### src/rtl/wide_add_seq_pkg.sv
// Shared definitions for the word-serial wide adder.
//   DEF_DATA_WIDTH / DEF_MAX_WORDS : default word width and maximum words per operation
//   idx_width()                    : width of the word index for a given MAX_WORDS
//   state_t                        : sequencer state (FIRST word of an op, or RUN inside an op)
//   beat_t                         : one registered output beat
// Optional feature macro: WIDE_ADD_SEQ_OVF_EN adds the signed-overflow bit to beat_t.
package wide_add_seq_pkg;

  localparam int DEF_DATA_WIDTH = 4;
  localparam int DEF_MAX_WORDS  = 16;

  function automatic int idx_width(input int n);
    return (n <= 1) ? 1 : $clog2(n);
  endfunction

  localparam int DEF_IDX_W = idx_width(DEF_MAX_WORDS);

  typedef enum logic {
    FIRST = 1'b0,
    RUN   = 1'b1
  } state_t;

  // Field widths track the package defaults; a top built with other
  // DATA_WIDTH/MAX_WORDS values needs these defaults changed to match.
  typedef struct packed {
    logic [DEF_DATA_WIDTH-1:0] s;
    logic [DEF_IDX_W-1:0]      idx;
    logic                      last;
    logic                      co;
    logic                      err;
`ifdef WIDE_ADD_SEQ_OVF_EN
    logic                      ovf;
`endif
  } beat_t;

endpackage

### src/rtl/word_adder.sv
// Purely combinational W-bit ripple-carry adder.
//   a, b   : operand words
//   ci     : carry into bit 0
//   s      : sum word (modulo 2^W)
//   co     : carry out of the MSB
//   c_msb  : carry into the MSB (only with WIDE_ADD_SEQ_OVF_EN, used for signed overflow)
module word_adder #(
  parameter int W = 4
) (
  input  logic [W-1:0] a,
  input  logic [W-1:0] b,
  input  logic         ci,
  output logic [W-1:0] s,
`ifdef WIDE_ADD_SEQ_OVF_EN
  output logic         c_msb,
`endif
  output logic         co
);

  // Carry is rippled through a procedural variable rather than a vector of
  // nets so the chain does not form a self-referencing net.
  always_comb begin : p_ripple
    logic c;
    s  = '0;
    c  = ci;
`ifdef WIDE_ADD_SEQ_OVF_EN
    c_msb = 1'b0;
`endif
    for (int i = 0; i < W; i++) begin
`ifdef WIDE_ADD_SEQ_OVF_EN
      if (i == W - 1) c_msb = c;
`endif
      s[i] = a[i] ^ b[i] ^ c;
      c    = (a[i] & b[i]) | (c & (a[i] ^ b[i]));
    end
    co = c;
  end

endmodule

### src/rtl/wide_add_sequencer.sv
// Word-serial multi-word adder: chains the carry of a single word_adder
// across a stream of operand words (LSW first) and emits a registered
// stream of sum words with a valid/ready handshake on both sides.
//   clk, rst_n                  : clock, async active-low reset
//   in_a, in_b, in_ci           : operand words; in_ci used on the first word only
//   in_last, in_vld, in_rd      : input framing and handshake
//   out_s, out_idx              : sum word and its index within the operation
//   out_last, out_co, out_err   : last beat, final carry-out, truncated at MAX_WORDS
//   out_ovf                     : signed overflow on last beat (WIDE_ADD_SEQ_OVF_EN only)
//   out_vld, out_rd             : output handshake
// Optional feature macro: WIDE_ADD_SEQ_OVF_EN. MAX_WORDS must be at least 2.
module wide_add_sequencer
  import wide_add_seq_pkg::*;
#(
  parameter int  DATA_WIDTH = DEF_DATA_WIDTH,
  parameter int  MAX_WORDS  = DEF_MAX_WORDS,
  localparam int IDX_W      = idx_width(MAX_WORDS)
) (
  input  logic                  clk,
  input  logic                  rst_n,
  input  logic [DATA_WIDTH-1:0] in_a,
  input  logic [DATA_WIDTH-1:0] in_b,
  input  logic                  in_ci,
  input  logic                  in_last,
  input  logic                  in_vld,
  output logic                  in_rd,
  output logic [DATA_WIDTH-1:0] out_s,
  output logic [IDX_W-1:0]      out_idx,
  output logic                  out_last,
  output logic                  out_co,
  output logic                  out_err,
`ifdef WIDE_ADD_SEQ_OVF_EN
  output logic                  out_ovf,
`endif
  output logic                  out_vld,
  input  logic                  out_rd
);

  state_t          state_q, state_d;
  logic            carry_q, carry_d;
  logic [IDX_W-1:0] cnt_q, cnt_d;
  beat_t           beat_q, beat_d;
  logic            vld_q, vld_d;

  logic                  in_xfer;
  logic                  cin_sel;
  logic [DATA_WIDTH-1:0] s_w;
  logic                  co_w;
  logic                  forced;
  logic                  word_last;
`ifdef WIDE_ADD_SEQ_OVF_EN
  logic                  c_msb_w;
`endif

  // Single output register: accept whenever it is empty or draining.
  assign in_rd   = !vld_q | out_rd;
  assign in_xfer = in_vld & in_rd;
  assign cin_sel = (state_q == FIRST) ? in_ci : carry_q;

  word_adder #(.W(DATA_WIDTH)) u_word_adder (
    .a     (in_a),
    .b     (in_b),
    .ci    (cin_sel),
    .s     (s_w),
`ifdef WIDE_ADD_SEQ_OVF_EN
    .c_msb (c_msb_w),
`endif
    .co    (co_w)
  );

  // The MAX_WORDS-th word closes the operation even without in_last.
  assign forced    = (state_q == RUN) && (cnt_q == IDX_W'(MAX_WORDS - 1)) && !in_last;
  assign word_last = in_last | forced;

  always_ff @(posedge clk or negedge rst_n) begin
    if (!rst_n) begin
      state_q <= FIRST;
      carry_q <= 1'b0;
      cnt_q   <= '0;
      beat_q  <= '0;
      vld_q   <= 1'b0;
    end else begin
      state_q <= state_d;
      carry_q <= carry_d;
      cnt_q   <= cnt_d;
      beat_q  <= beat_d;
      vld_q   <= vld_d;
    end
  end

  always_comb begin
    state_d = state_q;
    carry_d = carry_q;
    cnt_d   = cnt_q;
    beat_d  = beat_q;
    vld_d   = vld_q;
    if (in_xfer) begin
      vld_d       = 1'b1;
      beat_d.s    = s_w;
      beat_d.idx  = cnt_q;
      beat_d.last = word_last;
      beat_d.co   = word_last & co_w;
      beat_d.err  = forced;
`ifdef WIDE_ADD_SEQ_OVF_EN
      beat_d.ovf  = word_last & (c_msb_w ^ co_w);
`endif
      if (word_last) begin
        state_d = FIRST;
        cnt_d   = '0;
        carry_d = 1'b0;
      end else begin
        state_d = RUN;
        cnt_d   = cnt_q + IDX_W'(1);
        carry_d = co_w;
      end
    end else if (out_rd) begin
      vld_d = 1'b0;
    end
  end

  assign out_vld  = vld_q;
  assign out_s    = beat_q.s;
  assign out_idx  = beat_q.idx;
  assign out_last = beat_q.last;
  assign out_co   = beat_q.co;
  assign out_err  = beat_q.err;
`ifdef WIDE_ADD_SEQ_OVF_EN
  assign out_ovf  = beat_q.ovf;
`endif

endmodule

### config.mk
export PLATFORM = sky130hd
export DESIGN_NAME = wide_add_sequencer
export DESIGN_NICKNAME = d
export VERILOG_FILES = /design/src/rtl/wide_add_seq_pkg.sv /design/src/rtl/word_adder.sv /design/src/rtl/wide_add_sequencer.sv
export SDC_FILE = /design/constraint.sdc
export NUM_CORES = 1
export LEC_CHECK = 0
export ABC_AREA = 1
export ABC_CLOCK_PERIOD_IN_PS = 3500
export CAP_MARGIN = 20
export CORE_MARGIN = 8
export CORE_UTILIZATION = 45
export DETAILED_ROUTE_END_ITERATION = 8
export GPL_TIMING_DRIVEN = 0
export HOLD_SLACK_MARGIN = 0.02
export PLACE_DENSITY_LB_ADDON = 0.15
export RECOVER_POWER = 100
export SKIP_CTS_REPAIR_TIMING = 1
export SLEW_MARGIN = 10
export SYNTH_ARGS = -nofsm -noshare
export SYNTH_HDL_FRONTEND = slang
export SYNTH_SLANG_ARGS = --single-unit
### constraint.sdc
create_clock -name clk -period 3.5 [get_ports clk]
set_input_delay 1.05 -clock clk [delete_from_list [all_inputs] [get_ports clk]]
set_output_delay 1.05 -clock clk [all_outputs]
set_load 0.01 [all_outputs]
* After elaboration in Yosys (flattened, before gate mapping)
Cells that the tools add are included.
** Cells by class
- Add/sub/neg operators :: 1
- Multipliers :: 0
- Divide/modulo/power cells :: 0
- Order comparisons :: 0
- Eq/ne operators :: 1
- Shifts and indexed selects :: 0
- Muxes and demuxes :: 6
- Bitwise operators :: 24
- Reductions and logical operators :: 5
** Operators by type and width (count)
- $and 1x1->1 :: 10
- $xor 1x1->1 :: 8
- $or 1x1->1 :: 6
- $mux 1 :: 5
- $add 4x1->4 const B :: 1
- $eq 4x4->1 const B :: 1
- $mux 4 :: 1
- $logic_and 1x1->1 :: 2
- $logic_not 1->1 :: 2
- $reduce_bool 2->1 :: 1
** Word-level totals
- Bits in registers :: 18
- Bits in latches :: 0
- RAM bits :: 0
- Bits in read-only memories :: 0
- Input bits :: 14
- Output and inout bits :: 13
- Word-level logic and storage cells :: 46
- Memories kept :: 0

* Longest topological paths before layout
- Word-level depth :: 10
- Depth in mapped cells :: 11
- Mapped depth without buffers :: 11

* Cells and area by module
Synthesis repeated with hierarchy kept, for this count alone.
** Second synthesis, totals
- Cells, all modules :: 100
- Area, all modules :: 924.6 µm²
** Modules (own cells, without submodules)
- wide_add_sequencer :: instances 1, cells each 86, area each 807.0 µm², sequential area each 450.4 µm²
- word_adder :: instances 1, cells each 14, area each 117.6 µm², sequential area each 0.0 µm²

* Worst setup path before layout
Ideal clock, no wire load.
- Path kind :: input to register
- Start point :: in in_ci
- End point :: reg beat_q, in the netlist out_s[3]
- Setup time :: 0.117 ns
- Arrival :: 2.642 ns
- Data required time :: 3.383 ns
- Slack :: 0.742 ns
- Stages :: 10
- Path buffers :: 0
- Cell sequence :: nand2_1 > nand2_1 > fa_1 > inv_1 > fa_1 > inv_1 > fa_1 > fa_1 > nand2_1 > nand2_1
** On the way
- Word-level cells in the longest chain between the ends :: 8
** Ends and longest elaborated chain
- start, declared :: line wide_add_sequencer.sv:23 : input logic in_ci,
- $mux 1 :: line wide_add_sequencer.sv:58 : assign cin_sel = (state_q == FIRST) ? in_ci : carry_q;
- $and 1x1->1 :: line word_adder.sv:34 : c = (a[i] & b[i]) | (c & (a[i] ^ b[i]));
- $or 1x1->1 :: line word_adder.sv:34
- $and 1x1->1 :: line word_adder.sv:34
- $or 1x1->1 :: line word_adder.sv:34
- $and 1x1->1 :: line word_adder.sv:34
- $or 1x1->1 :: line word_adder.sv:34
- $xor 1x1->1 :: line word_adder.sv:33 : s[i] = a[i] ^ b[i] ^ c;
- via s_w[3] :: line wide_add_sequencer.sv:47 : logic [DATA_WIDTH-1:0] s_w;
- end signal, assigned :: line wide_add_sequencer.sv:86 : beat_q <= beat_d;
- end, declared :: line wide_add_sequencer.sv:42 : beat_t beat_q, beat_d;
The timed path passes the listed nets, and every way through them passes these cells.
A chain may end at the register's enable or synchronous reset.

* Worst setup path in the final report
- Start point :: in out_rd
- End point :: out in_rd
** On the way
- Word-level cells in the longest chain between the ends :: 1
** Ends and longest elaborated chain
- start, declared :: line wide_add_sequencer.sv:36 : input logic out_rd
- $or 1x1->1 :: line wide_add_sequencer.sv:56 : assign in_rd = !vld_q | out_rd;
- end, declared :: line wide_add_sequencer.sv:26 : output logic in_rd,
Every way passes these cells.

==> metrics.md <==
| Metric | Value |
|---|---|
| Outcome | `finished, final reports clean` |
| Reg-to-reg setup timing slack | `1260 ps` |
| Maximum clock frequency | `305 MHz` |
| Final core occ | `a little over three fifths` |
| Routed WL per cell | `12.6 um` |
| Vias in the first global route | `771` |
| Crit-path max FO | `3` |
| Final net count | `147` |
| Total gr overflow | `0` |
| Pre-CTS WS | `205 ps` |
| Final worst slack | `223 ps` |
| Inst Count DP | `150` |
| Min Tclk post-route | `3280 ps` |
| DR vias/cell | `4.75` |
| Clk Latency, worst-skew pair | `roughly 300 ps` |
| Die width | `60.8 um` |
| RSZ-0062 raised after global routing | `false` |
| Port Buffers | `26` |
| DRC Markers | `0` |
| Hold Path Sink | `out_idx[3]` |
| Root Buffer | `clkbuf_4` |
| Reg2reg end | `out_s[3]` |
| Final TNS setup | `0 ps` |
| Clock Tree Buf Depth | `2` |
| Synth Instances | `97` |
| Initial antenna violation count | `0` |
| Worst EP required | `2450 ps` |
| WL final | `1940 um` |
| Hold_ws | `490 ps` |
| Die Ht | `60.8 um` |
| First DRT Iteration DRCs | `20` |
| Core area | `0.00192 mm2` |
| Max-cap viol count | `0` |
| DRT Pass-1 Iters | `4` |
| Commonest non-fill, non-tap cell in the layout | `nand2_1` |
| Diodes inserted | `0` |
| Initial Util | `47.0%` |
| Post-Syn Area | `903 um2` |
| Ratio of cells with drive above 1 in the final layout | `9.45%` |
| Most Crowded Layer GR | `met2` |
| Fin crit share | `between 90% and 100%` |
| Met1 usage | `13.7%` |
| Inserted Clock Buffers | `3` |
| Fillers | `175` |
| TritonCTS clock tree | `built` |
| Netlist cell types | `20` |
| Fin. Hold Viols | `0` |
| Largest net degree at the start of global routing | `19` |
| Clk sinks | `18` |
| Final Max Slew Viols | `0` |
| FF-to-FF path depth | `11` |
| Slew headroom | `46.2%` |
| Final setup vio count | `0` |
| Critical Path AT | `2230 ps` |
| Power density cells | `roughly 480 mW/mm2` |
| Routed vias | `731` |
| Post-DP HPWL | `1490 um` |
| Register area share after synthesis | `49.9%` |
| Critical hold path startpoint | `out_idx[3]` |
| Met2 Use GR | `between 20% and 30%` |
| Cell Count, Final, Fillers Out | `154` |
| P&R area growth vs syn | `34.2%` |
| Clk pin slew, worst setup/hold paths | `100 ps` |
| Core Rows | `16` |
| Syn Nets | `roughly 120` |
| Total track usage | `between 10% and 20%` |
| First-pass GRT wire length | `around 3300 um` |
| Post-DRT Antenna Nets | `0` |
| RePlAce Congestion | `about 0.77` |
| Met3 Use GR | `between 3 and 4%` |
| Post-Syn Area per Cell | `between 9 and 10 um2` |
| H-tree Lvls | `1` |
| RR Startpoint | `state_q` |
| CP endpoint kind | `primary output` |
| Ys Warns | `0` |
| Worst vdd ir | `0.313 mV` |
| LEAKAGE | `0.617 nW` |
| Crit Path Category | `primary input to primary output` |
| Most frequent cells in the layout | `39 x nand2_1, 18 x dfrtp_1, 15 x dlygate4sd3_1` |
| Actual slew at the worst max-slew pin | `about 800 ps` |
| Min-delay worst type | `flop to flop` |
| WHS Path Cells | `2` |
| Yosys reg bits | `18` |
| Io pins | `27` |
| Final Skew | `3.08 ps` |
| Die area | `0.00370 mm2` |
| Startpoint class of the critical path | `primary input` |
-- through the flow --
stage	cell area [um2]	total power [mW]
after floorplan	903	0.379
final	1210	0.585
after global routing	1210	0.629
after CTS	1230	0.613
after detailed placement	1200	0.481
after global placement	1200	0.473
-- metal layers --
layer / vias up / routed length [um]
li1: 359 / -
met2: 19 / 955
met5: - / 0
met4: 0 / 36
met1: 348 / 820
met3: 5 / 128
-- synth_stat cells --
cell type | instances | area [um2]
buf_2 | 1 | 5.00
o21ai_1 | 5 | 25.0
a21oi_2 | 1 | 8.76
nor2_1 | 1 | 3.75
inv_4 | 1 | 6.26
nand4_1 | 2 | 12.5
nand2_1 | 38 | 143
ha_1 | 1 | 12.5
dfrtp_1 | 18 | 450
inv_2 | 1 | 3.75
nor2_2 | 1 | 6.26
buf_6 | 1 | 11.3
nand2_4 | 3 | 33.8
nor2_4 | 2 | 22.5
nand3_1 | 4 | 20.0
inv_1 | 10 | 37.5
o21a_1 | 1 | 7.51
fa_1 | 4 | 80.1
nand2_2 | 1 | 6.26
buf_4 | 1 | 7.51
-- sequential cells by signal, indices dropped and copies added (netlist names) --
register / flops
cnt_q: 4
out_idx: 4
out_s: 4
carry_q: 1
out_co: 1
out_err: 1
out_last: 1
out_vld: 1
state_q: 1
-- logic make-up after synthesis --
kind of cell / count (synthesis) / synth area share (%)
AO/OA/AOI/OAI: 7 / 4.57
adder cells (fa/ha/maj): 5 / 10.2
buffers and inverters: 15 / 7.89
flip-flops: 18 / 49.9
AND/OR/NAND/NOR: 52 / 27.4
-- area by class of cell --
| class | instances | area (um2) | share of cell area (%) |
|---|---|---|---|
| multi-input combinational | 64 | 374 | 30.9 |
| inverter | 12 | 46.3 | 3.82 |
| buffer | 3 | 11.3 | 0.929 |
| tap | 27 | 33.8 | 2.79 |
| clock buffer | 4 | 36.3 | 2.99 |
| timing repair buffer | 26 | 260 | 21.5 |
| sequential | 18 | 450 | 37.2 |
-- worst max path at each step --
stage | depth (start not counted) | end | startpoint | slack (ps)
after floorplan | 10 | out_s[3] | in_ci | 740
after global placement | 11 | out_s[3] | in_ci | 260
after detailed placement | 11 | out_s[3] | in_ci | 210
after CTS | 4 | in_rd | out_rd | 270
after global routing | 4 | in_rd | out_rd | 180
final | 4 | in_rd | out_rd | 220
-- critical path, stage by stage --
cell	delay (ps)
dlygate4sd3_1	520
inv_1	60
nand2_4	60
clkdlybuf4s50_1	540
-- power by group --
part | total, mW | leakage, nW | switching [mW] | internal (mW)
Clock | 0.130 | 0.0210 | 0.0668 | 0.0635
Sequential | 0.283 | 0.229 | 0.0323 | 0.251
Combinational | 0.172 | 0.367 | 0.0863 | 0.0854
Total | 0.585 | 0.617 | 0.185 | 0.400
Power figures use the tool's default switching activity.
